### src/rtl/ll_pkg.sv
// Shared types and constants for the lunar lander control path.
package ll_pkg;

  typedef enum logic [1:0] {
    FLY     = 2'd0,
    LANDED  = 2'd1,
    CRASHED = 2'd2
  } ll_state_t;

  localparam logic [15:0] LL_CRASH_VEL  = 16'h9970;
  localparam logic [15:0] LL_MAX_THRUST = 16'h0005;
  localparam int unsigned LL_CNT_W      = 8;

endpackage

### src/rtl/ll_tick.sv
// Step prescaler: counts 0..PRESCALE-1 while enabled and flags the last count.
module ll_tick
  import ll_pkg::*;
#(
  parameter int unsigned PRESCALE = 25
) (
  input  logic clk,
  input  logic rst_n,
  input  logic en,
  output logic tc
);

  localparam logic [LL_CNT_W-1:0] LAST = LL_CNT_W'(PRESCALE - 1);

  logic [LL_CNT_W-1:0] cnt;

  always_ff @(posedge clk or negedge rst_n) begin
    if (!rst_n) begin
      cnt <= '0;
    end else if (en) begin
      cnt <= (cnt == LAST) ? '0 : cnt + 1'b1;
    end
  end

  assign tc = (cnt == LAST);

endmodule

### src/rtl/ll_control.sv
// Lander control: paces memory updates and latches the touchdown outcome.
module ll_control
  import ll_pkg::*;
#(
  parameter int unsigned PRESCALE   = 25,
  parameter logic [15:0] CRASH_VEL  = LL_CRASH_VEL,
  parameter logic [15:0] MAX_THRUST = LL_MAX_THRUST
) (
  input  logic        clk,
  input  logic        rst_n,
  input  logic        hold,
  input  logic [15:0] alt_n,
  input  logic [15:0] vel,
  input  logic [15:0] thrust,
  output logic        wen,
  output logic        land,
  output logic        crash,
  output logic        flying
);

  ll_state_t state;
  ll_state_t state_nxt;
  logic      tc;
  logic      tick_en;
  logic      touchdown;
  logic      crash_cond;

  assign tick_en = (state == FLY) && !hold;

  ll_tick #(.PRESCALE(PRESCALE)) u_tick (
    .clk   (clk),
    .rst_n (rst_n),
    .en    (tick_en),
    .tc    (tc)
  );

  // Upper digit >= 5 marks a negative ten's-complement BCD velocity.
  assign crash_cond = ((vel[15:12] >= 4'h5) && (vel <= CRASH_VEL)) ||
                      (thrust > MAX_THRUST);

  always_ff @(posedge clk or negedge rst_n) begin
    if (!rst_n) begin
      state <= FLY;
    end else begin
      state <= state_nxt;
    end
  end

  always_comb begin
    state_nxt = state;
    wen       = 1'b0;
    touchdown = 1'b0;
    land      = 1'b0;
    crash     = 1'b0;
    flying    = 1'b0;
    case (state)
      FLY: begin
        flying    = 1'b1;
        wen       = tc && !hold;
        touchdown = wen && (alt_n == 16'h0000);
        if (touchdown) begin
          state_nxt = crash_cond ? CRASHED : LANDED;
        end
      end
      LANDED:  land  = 1'b1;
      CRASHED: crash = 1'b1;
      default: state_nxt = FLY;
    endcase
  end

endmodule

### config.mk
export PLATFORM = sky130hd
export DESIGN_NAME = ll_control
export DESIGN_NICKNAME = d
export VERILOG_FILES = /design/src/rtl/ll_pkg.sv /design/src/rtl/ll_tick.sv /design/src/rtl/ll_control.sv
export SDC_FILE = /design/constraint.sdc
export NUM_CORES = 1
export LEC_CHECK = 0
export CAP_MARGIN = 15
export CELL_PAD_IN_SITES_DETAIL_PLACEMENT = 0
export CELL_PAD_IN_SITES_GLOBAL_PLACEMENT = 1
export CORE_ASPECT_RATIO = 0.5
export CORE_UTILIZATION = 20
export CTS_CLUSTER_DIAMETER = 150
export DETAILED_ROUTE_END_ITERATION = 10
export MAX_ROUTING_LAYER = met4
export PLACE_DENSITY = 0.81
export RECOVER_POWER = 100
export SLEW_MARGIN = 20
export SYNTH_ARGS = -nofsm -noshare
export SYNTH_HDL_FRONTEND = slang
export SYNTH_SLANG_ARGS = --single-unit
### constraint.sdc
create_clock -name clk -period 1.6 [get_ports clk]
set_input_delay 0.48 -clock clk [delete_from_list [all_inputs] [get_ports clk]]
set_output_delay 0.48 -clock clk [all_outputs]
set_load 0.05 [all_outputs]
== Yosys cells after proc, flatten, opt, wreduce, memory -nomap -nowiden ==
Index checks and enable logic that the tools add are counted.

* Register bits: 10
* Bits of input ports: 51
* Output and inout port bits: 4
* Word-level logic and storage cells: 29

* Add/sub/neg operators: 1
* $lt $le $gt $ge: 3
* Equal/unequal tests: 4
* Multiplexer cells: 8
* Bitwise operators: 1
* Reductions and logical operators: 10

{| class="wikitable"
|+ Operator list
! kind !! number
|-
| $gt 16x3->1 const B || 1
|-
| $le 16x16->1 const B || 1
|-
| $logic_not 16->1 || 1
|-
| $add 8x1->8 const B || 1
|-
| $eq 8x5->1 const B || 1
|-
| $mux 8 || 1
|-
| $ge 4x3->1 const B || 1
|-
| $logic_and 1x1->1 || 4
|-
| $mux 1 || 4
|-
| $mux 2 || 2
|-
| $pmux 2 s2 || 1
|-
| $eq 2x1->1 const B || 1
|-
| $eq 2x2->1 const B || 1
|-
| $logic_not 2->1 || 1
|-
| $ne 2x1->1 const B || 1
|-
| $reduce_and 2->1 || 1
|-
| $reduce_or 2->1 || 1
|-
| $logic_not 1->1 || 1
|-
| $logic_or 1x1->1 || 1
|-
| $not 1->1 || 1
|}

== Logic depth before layout (Yosys ltp) ==
Gate-level depths: netlist of run 1.

* Word-level depth: 6
* Mapped depth: 7
* Depth with buffers taken out: 7

== Cells and area by module ==
Synthesis of run 1 repeated with hierarchy kept, for this count alone.

* Cell total of the unflattened synthesis: 92
* Area, all modules: 818.3 um^2

{| class="wikitable"
|+ By module, submodules not included
! module !! times used !! cells an instance !! area each (um^2) !! seq. area each (um^2)
|-
| ll_tick || 1 || 46 || 451.7 || 200.2
|-
| ll_control || 1 || 46 || 366.6 || 50.0
|}

== Worst setup path before layout of run 1 ==
OpenSTA, ideal clock, no wires.

* Path type: register -> output
* Start: register state[0]
* End: output wen
* Arrival time: 1943 ps
* Data required time: 1120 ps
* Slack: -823 ps
* Stages on the path, launching flop included: 6
* Path buffers: 1
* Cell sequence: dfrtp_1 -> inv_1 -> ha_1 -> nand2b_1 -> clkbuf_1 -> nor2_1

* Cells in the longest elaborated chain, start to end: 2

{| class="wikitable"
|+ RTL lines
! item !! line !! source
|-
| start: declaration || ll_control.sv:21 || <nowiki>ll_state_t state;</nowiki>
|-
| start signal: assignment || ll_control.sv:45 || <nowiki>state <= state_nxt;</nowiki>
|-
| $logic_not 2->1 || ll_control.sv:56 || <nowiki>case (state)</nowiki>
|-
| $mux 1 || ll_control.sv:56 ||
|-
| end: declaration || ll_control.sv:15 || <nowiki>output logic wen,</nowiki>
|}

No other way between the ends.

== Worst setup path after layout of run 1 ==
* Start: register u_tick.cnt[1]
* End: output wen

* Cells in the longest elaborated chain, start to end: 3

{| class="wikitable"
|+ RTL lines
! item !! line !! source
|-
| start: declaration || ll_tick.sv:15 || <nowiki>logic [LL_CNT_W-1:0] cnt;</nowiki>
|-
| start signal: assignment || ll_tick.sv:21 || <nowiki>cnt <= (cnt == LAST) ? '0 : cnt + 1'b1;</nowiki>
|-
| $eq 8x5->1 || ll_tick.sv:25 || <nowiki>assign tc = (cnt == LAST);</nowiki>
|-
| $logic_and 1x1->1 || ll_control.sv:59 || <nowiki>wen = tc && !hold;</nowiki>
|-
| $mux 1 || ll_control.sv:56 ||
|}

No other way between the ends.

==> summary by stage, run 1 <==
Status
The flow ran to the end, but the final reports show violations. The final reports fail on setup timing.

Synth
The synthesized area divided by synthesized cell count is 8.505 um^2. The share of synthesized area in the top cell type comes to 0.3503. sky130_fd_sc_hd__dfrtp_1 takes more of the synthesized area than any other cell. The count of mapped cells out of synthesis is 84. For this run, the register share of the synthesized area comes to 0.3503. The synthesized flop and latch total is 10. Sorting the synthesized cells by area gives the leading types as sky130_fd_sc_hd__dfrtp_1, sky130_fd_sc_hd__ha_1, sky130_fd_sc_hd__nor4_1. The proportion of register bits with asynchronous set or reset after synthesis is 1.000.

The mapped netlist covers 714.4 um^2. The number of library cell types mapped by synthesis is 30. Yosys mapped a number of flops with a built-in enable equal to 0.

For this run, the number of Yosys warnings is 0. The most used flip-flop cell after synthesis is sky130_fd_sc_hd__dfrtp_1. The number of nets produced by synthesis is 140.

Timing
At the pin with the least slew margin, the transition time is 0.4602 ns. The final clock period utilization by the worst path is 1.199. The count of pins over their slew limit came to 0. The final-report hold violation count is 0. The total setup violations reported at the end of the flow is 5. Final hold analysis gives a worst-case slack of 0.5460 ns. The smallest clock period supported by the final layout is computed as 1.918 ns. After layout, the worst setup slack is -0.3177 ns. Static timing analysis puts the maximum clock frequency at 521.5 MHz.

Measured against its own limit, the worst slew margin works out to 0.6922. Clock skew on the completed layout was measured at 0.002325 ns. Setup repair after global routing could not meet its margin everywhere.

Final layout
The number of filler instances in the final layout is 305. The most frequent standard cell in the layout excluding fill and tap cells is sky130_fd_sc_hd__clkdlybuf4s50_1. The filler-free cell count of the finished design is 206. Measured on the finished design, the core utilization comes to 0.5043. The area of all placed cells without fillers is 0.001608 mm^2. The top cell types in the final layout, fill and taps aside, are sky130_fd_sc_hd__clkdlybuf4s50_1, sky130_fd_sc_hd__dlygate4sd2_1, sky130_fd_sc_hd__buf_4. The fraction of layout cells with a size suffix above 1 is 0.2658.

The footprint of the flip-flops and latches is 250.2 um^2. The area growth from synthesis to layout is 125.0%. The number of antenna diodes in the final layout is 0. The area of the multi-input gates is 535.5 um^2. At the end of the flow, the number of nets in the layout was 215.

Min path
The start point of the worst hold path is u_tick.cnt[6]. The tightest min-delay check is of the reg -> reg type.

Clock tree
The post-cts hold buffer count is 0. TritonCTS built the clock tree. The number of levels the H-tree was split into is 1. TritonCTS created 3 clock buffers. The insertion delay to the later sink of the worst-skew pair is 0.24 ns. The cell sitting at the root of the clock tree is a sky130_fd_sc_hd__clkbuf_8. The maximum clock insertion buffer count is 2. CTS saw 10 sinks. The clock transition time at the flip-flop clock pins of the worst setup and hold paths is 0.05 ns.

Power and ir drop
The power share of the clock group is 0.170. The internal power summed over all cells is 1.181 mW. Summed over all nets, the switching power comes to 0.6734 mW. Of the total power, combinational logic draws 0.584. The worst ir drop on vdd is 0.0004342 V.

The net switching share of the total power is 0.3631. The cell area power density is 1154 mW/mm^2. The sequential group share of total power is 0.246. The total leakage power is 0.6663 nW.

Global route
For this run, the total global-route usage over all layers was measured as 0.1326. The initial antenna violation count is 0. After global routing the overflow that remains totals 0. For met1 alone, demand over resource in global routing was 0.1568. In the global route stage, met2 resource usage came out at 0.2175. The first global-routing pass estimated 3732 um of wire. For met3 alone, demand over resource in global routing was 0.03545. The via count of the first global-routing pass is 866. Entering global routing, the biggest net connects 11 pins. After global routing, the most crowded layer is met2.

Critical path
STA classifies the critical path startpoint as a flip-flop. The critical path contains buffers and inverters numbering 2 combined. The maximum fanout along the worst path is 2.

The worst setup path is captured at an output port. The class of the most critical setup path is reg -> out. The critical path goes through inv_2 -> ha_4 -> nor4bb_4 -> nand3_2 -> nor2_4 -> buf_12. The worst setup path startpoint is u_tick.cnt[1]. The kind of cell with the highest combined delay along the critical path is simple AND/OR/NAND/NOR gates. For the worst setup path, the data arrival time is 1.44 ns. On the worst path, the slowest cell contributes a delay of 0.38 ns.

The startpoint identified for the worst register-to-register timing path is u_tick.cnt[1]. The critical path required time is 1.12 ns. The slowest stage of the critical path is the sky130_fd_sc_hd__dfrtp_1 cell.

Floorplanning
During I/O placement, the number of pins put on the boundary was 55. The horizontal die dimension is 86.53 um. For this configuration, the core starts out at a cell density of 0.2241. The count of standard-cell rows is 14. The core region is 0.003188 mm^2. The vertical extent of the die is 44.26 um. The overall die area is 0.003830 mm^2.

Placement
The count of input and output buffers is 53. Timing analysis after detailed placement gives a worst setup slack of -0.5673 ns. Counting tap cells, the placed design contains a total of 197 instances. Summing all placed instances gives a cell area of 0.001481 mm^2.

Once detailed placement completed, the half-perimeter wirelength came to 1808 um. The congestion estimate from routability-driven global placement came to 0.7736.

Route
The detailed-route DRC error count is 0. The number of DRC violations after detailed-routing iteration 0 is 18. The number of iterations in the first detailed-routing pass is 4. The wire length reported by the detailed router is 2220 um. The total number of vias is 897. Once detail routing completed, the nets flagged for antenna violations numbered 0.

After detailed routing, the average wire length per cell comes to 10.78 um. The average via count per standard cell is 4.354.

Flow run
Across the run, the number of max-cap violations was 0.
==> worst reg2reg max path, cell delays in order, from the launching register on <==
cell and delay [ns]:
sky130_fd_sc_hd__dfrtp_1 0.38, sky130_fd_sc_hd__inv_2 0.08, sky130_fd_sc_hd__ha_4 0.12, sky130_fd_sc_hd__nor4bb_4 0.21, sky130_fd_sc_hd__nand3_2 0.14, sky130_fd_sc_hd__buf_4 0.16, sky130_fd_sc_hd__buf_6 0.11, sky130_fd_sc_hd__o32a_1 0.38
sky130_fd_sc_hd__nand2_1 0.07, sky130_fd_sc_hd__o21ai_1 0.05
==> routing by layer <==
layer | vias to the layer above | part of all wire
li1 | 465 | -
met1 | 398 | 0.43
met2 | 30 | 0.51
met3 | 4 | 0.047
met4 | 0 | 0.015
met5 | - | 0
==> kinds of logic after synthesis <==
| logic type | count (synthesis) | synth area share |
|---|---|---|
| AO/OA/AOI/OAI | 15 | 0.1366 |
| adder cells (fa/ha/maj) | 5 | 0.08757 |
| flip-flops | 10 | 0.3503 |
| AND/OR/NAND/NOR | 45 | 0.3573 |
| buffers and inverters | 6 | 0.03152 |
| XOR/XNOR | 3 | 0.03678 |
==> final timing paths <==
kind | to | slack [ns] | depth (start not counted)
max reg2reg | state[0] | -0.22 | 9
min reg2reg | u_tick.cnt[6] | 0.55 | 1
max in group asynchronous | u_tick.cnt[3] | 0.65 | 1
min in group asynchronous | u_tick.cnt[0] | 0.63 | 1
min | u_tick.cnt[6] | 0.55 | 1
max | wen | -0.32 | 6
==> power groups by stage <==
| stage | logic, mW | registers, mW | clock network, mW |
|---|---|---|---|
| after floorplan | 0.527 | 0.457 | 0 |
| after global placement | 0.964 | 0.452 | 0 |
| after detailed placement | 0.974 | 0.454 | 0 |
| after CTS | 1.04 | 0.454 | 0.326 |
| after global routing | 1.19 | 0.471 | 0.345 |
| final | 1.08 | 0.456 | 0.316 |
==> sequential cells by signal, indices dropped and copies added (netlist names) <==
register and count:
u_tick.cnt 8, state 2
==> cell type report <==
class                   count  area share
well taps                  48     0.03735
flip-flops and latches     10      0.1556
inverters                   5     0.01167
clock buffers               4     0.03424
repair buffers             71      0.4280
multi-input cells          68      0.3331
==> through the flow <==
stage / TNS (ns) / power [mW]
final: -0.9162 / 1.855
after global routing: -1.594 / 2.005
after CTS: -1.081 / 1.819
after detailed placement: -2.484 / 1.428
after global placement: -2.489 / 1.416
after floorplan: -0.2397 / 0.9841
==> synth_stat cells, types with 2 or more instances <==
master / count
sky130_fd_sc_hd__nand3b_1: 2
sky130_fd_sc_hd__nor2_1: 4
sky130_fd_sc_hd__inv_1: 5
sky130_fd_sc_hd__nor4_1: 8
sky130_fd_sc_hd__o21ai_0: 3
sky130_fd_sc_hd__nand3_1: 7
sky130_fd_sc_hd__xnor2_1: 3
sky130_fd_sc_hd__nand2_1: 8
sky130_fd_sc_hd__ha_1: 5
sky130_fd_sc_hd__dfrtp_1: 10
sky130_fd_sc_hd__a21o_1: 2
sky130_fd_sc_hd__o21ai_1: 2
sky130_fd_sc_hd__a21oi_1: 2
sky130_fd_sc_hd__nor3_1: 7
==> timing repair <==
item | in CTS | in global routing
buffers inserted | 4 | 3
pin swaps | 15 | 4
gates resized for setup | 33 | 5
endpoints found under the setup margin | 7 | 10
(Power assumes the default switching activity.)
==> run 2: changes to the inputs <==
CTS_BUF_LIST = sky130_fd_sc_hd__clkbuf_8 sky130_fd_sc_hd__clkbuf_16   (was unset)
==> results of run 2 <==
Final layout, timing and power as in run 1 (identical DEF).
==> run 3: changes to the inputs <==
CORE_MARGIN = 2   (was unset)
GPL_TIMING_DRIVEN = 0   (was unset)
==> run 3 against run 2 <==
The flow still finishes with violations (setup timing). Sequential share of layout area grew 1.1 points. Setup slack lost 0.033 ns. Final cell count shrank 3.4%. Combinational power shrank 16%. Die area grew 6.9%. Critical endpoint unchanged. Clock power shrank 22%. Critical path depth is the same.
==> summary by stage, run 3 (synthesis results as in run 1) <==
Global route
The maximum number of pins on one net before global-route repair is 11 (unchanged). The via count of the first global-routing pass was 820 (-5.3%). The aggregate global-route resource usage is 0.1101 (-0.02244). The residual overflow from global routing came to 0 (unchanged). The global-route wire length before repair is 3401 um (-8.9%). The initial antenna violation count is 0 (unchanged).

Floorplanning
The overall die area came to 0.004095 mm^2 (+6.9%). The placeable core region is 0.003435 mm^2 (+7.7%). The horizontal die dimension came to 88.53 um (+2.3%).

The starting density of the core was 0.2080 (-0.01608). The vertical extent of the die is 46.26 um (+4.5%). The number of I/O pins is 55 (unchanged).

The count of standard-cell rows is 15 (+1).

Timing
The count of pins over their slew limit came to 0 (unchanged). The total setup violations reported at the end of the flow came to 3 (-2). The worst max-slew margin expressed relative to the limit is 0.6785 (-0.01373). The worst setup skew after layout is 0.003028 ns (+0.0007033 ns).

Setup repair after global routing could not meet its margin everywhere. The maximum clock rate is 512.6 MHz (-1.7%). The final clock period utilization by the worst path is 1.219 (+0.02064). The slew at the pin closest to its max-slew limit is 0.4807 ns (+0.02052 ns). The final-report hold violation count is 0 (unchanged). The final worst-path setup slack is -0.3507 ns (-0.03302 ns). The post-route minimum period is 1.951 ns (+0.03302 ns).

Critical path
The startpoint of the worst-slack reg-to-reg timing path is u_tick.cnt[1]. The nature of the critical path endpoint is an output port. The number of cells on the worst reg-to-reg path is 8 (-1). The critical path data arrival time is 1.47 ns (+0.03 ns).

The worst-case register-to-register setup slack is -0.10 ns (+0.12 ns). The maximum fanout along the worst path is 2 (unchanged). The critical path required time is 1.12 ns (about the same). The reg-to-reg endpoint is state[1]. The critical path in this run is classified as reg -> out.

STA classifies the critical path startpoint as a flip-flop.

Power and ir drop
The sequential group share of total power came to 0.287 (+0.041). The power share of the clock group is 0.152 (-0.018). The net switching share of the total power is 0.3898 (+0.02675). The worst ir drop on vdd is 0.0002879 V (-34%). The combinational cell fraction of total power came to 0.560 (-0.024). The internal power summed over all cells is 0.9917 mW (-16%).

The net switching power of the design came to 0.6335 mW (-5.9%). The cell area power density is 1081 mW/mm^2 (-6.3%). The total leakage power came to 0.6364 nW (-4.5%).

Placement
The last weighted congestion value of the routability-driven placer is 0.7410 (-4.2%). The HPWL after detailed placement is 1684 um (-6.9%). The number of placed instances with taps included is 188 (-4.6%). The count of input and output buffers was 53 (unchanged). The worst slack at placement is -1.017 ns (-0.4500 ns).

Route
The wire length reported by the detailed router is 2073 um (-6.6%). The residual antenna-violating net count after detailed routing is 0 (unchanged). The number of iterations in the first detailed-routing pass is 4 (unchanged). The average via count per standard cell is 4.402 (+1.1%). The number of DRC violations after detailed-routing iteration 0 was 15 (-3). The total number of vias is 876 (-2.3%).

The average wire per cell in the routed design is 10.42 um (-3.3%). The detailed-route DRC error count came to 0 (unchanged).

Final layout
The core utilization of the finished layout is 0.4379 (-0.06643). The filler-free cell count of the finished design is 199 (-3.4%). The flip-flop count of the largest register, all copies and words added is 8 (unchanged). The most frequent standard cell in the layout excluding fill and tap cells is sky130_fd_sc_hd__clkdlybuf4s50_1. The fraction of layout cells with a size suffix above 1 was 0.2162 (-0.04961).

In the layout the commonest cells are sky130_fd_sc_hd__clkdlybuf4s50_1, sky130_fd_sc_hd__dlygate4sd2_1, sky130_fd_sc_hd__dfrtp_1. The number of antenna diodes was 0 (unchanged). The register name with the most flops is u_tick.cnt.

The area overhead of the layout relative to synthesis is 110.5%. In the final layout, the registers with the most flip-flops are u_tick.cnt (8), state (2). The net count of the finished layout is 206 (-4.2%).

Clock tree
The clock tree root driver cell is sky130_fd_sc_hd__clkbuf_8. The clock transition time at the flip-flop clock pins of the worst setup and hold paths came to 0.04 ns (about the same). The TritonCTS clock tree is yes.

The number of levels the H-tree was split into is 1 (unchanged). The number of CTS-inserted buffers was 3 (unchanged). The maximum clock insertion buffer count is 2 (unchanged).

The insertion delay to the later sink of the worst-skew pair is 0.23 ns (about the same). The CTS sink count is 10 (unchanged).

Min path
The start point of the worst hold path is u_tick.cnt[6]. The worst min-delay path category is reg -> reg. The worst min-delay path endpoint is u_tick.cnt[6]. The worst hold path depth was 1 (unchanged).

Flow run
The total of max-cap violations is 0 (unchanged).

Status
The checks that failed: setup timing. The run finished, with violations left.
[run 3: cell types whose count changed in the layout (fill, tap and decap cells not counted), sizes merged]
cell          previous run  this run
dlygate4sd2             20        17
dlymetal6s2s             0         3
buf                     22        12
[run 3: layout make-up]
type,count,area [um^2]
Timing Repair Buffer,61,578.1
Multi-Input combinational cell,68,536.8
Tap cell,51,63.81
Sequential cell,10,250.2
Buffer,1,15.01
Inverter,5,18.77
Clock buffer,3,41.29
Fill cell,324,1931
[run 3: how the worst max path moves through the flow]
stage / cells past startpoint / slack (ns) / start / to
final: 6 / -0.35 / u_tick.cnt[1] / wen
after global routing: 6 / -0.43 / u_tick.cnt[0] / wen
after CTS: 6 / -0.35 / u_tick.cnt[1] / wen
after detailed placement: 5 / -1.02 / hold / wen
after global placement: 5 / -1.02 / hold / wen
after floorplan: 5 / -0.12 / u_tick.cnt[0] / wen
[run 3: metal layers]
metal,share of wire,wire length [um],global-route usage,vias to the layer above
met5,0,0,-,-
met4,0.0039,8,0.03636,0
met3,0.050,104,0.02151,2
met2,0.55,1150,0.2030,22
met1,0.39,810,0.1230,406
li1,-,-,-,446
[run 3: critical path, stage by stage (launching register included)]
cell                       delay, ns
sky130_fd_sc_hd__dfrtp_1        0.40
sky130_fd_sc_hd__inv_2          0.09
sky130_fd_sc_hd__ha_4           0.12
sky130_fd_sc_hd__nor4bb_4       0.21
sky130_fd_sc_hd__nand3_2        0.15
sky130_fd_sc_hd__nor2_4         0.14
sky130_fd_sc_hd__buf_8          0.15
[run 3: power by group through the flow]
stage / clock, mW / combinational, mW / sequential (mW)
after global routing: 0.278 / 1.01 / 0.484
final: 0.248 / 0.911 / 0.467
after floorplan: 0 / 0.527 / 0.457
after global placement: 0 / 0.747 / 0.482
after detailed placement: 0 / 0.758 / 0.482
after CTS: 0.257 / 0.798 / 0.459
[run 3: through the flow]
step                cell area, um^2  total power, mW  setup TNS (ns)  hold WS [ns]
floorplan                     767.0           0.9841         -0.2397        0.1844
global placement               1361            1.229          -3.901        0.4980
detailed placement             1361            1.240          -4.121        0.5006
CTS                            1429            1.514         -0.7205        0.5065
global route                   1504            1.769         -0.9556        0.5412
finish                         1504            1.625         -0.5642        0.5042
[run 3: repair_timing]
action / CTS / global route
buffers inserted: 6 / 2
pin swaps: 10 / 8
endpoints found under the setup margin: 8 / 7
hold buffers: 0 / 0
gates resized for setup: 45 / 16
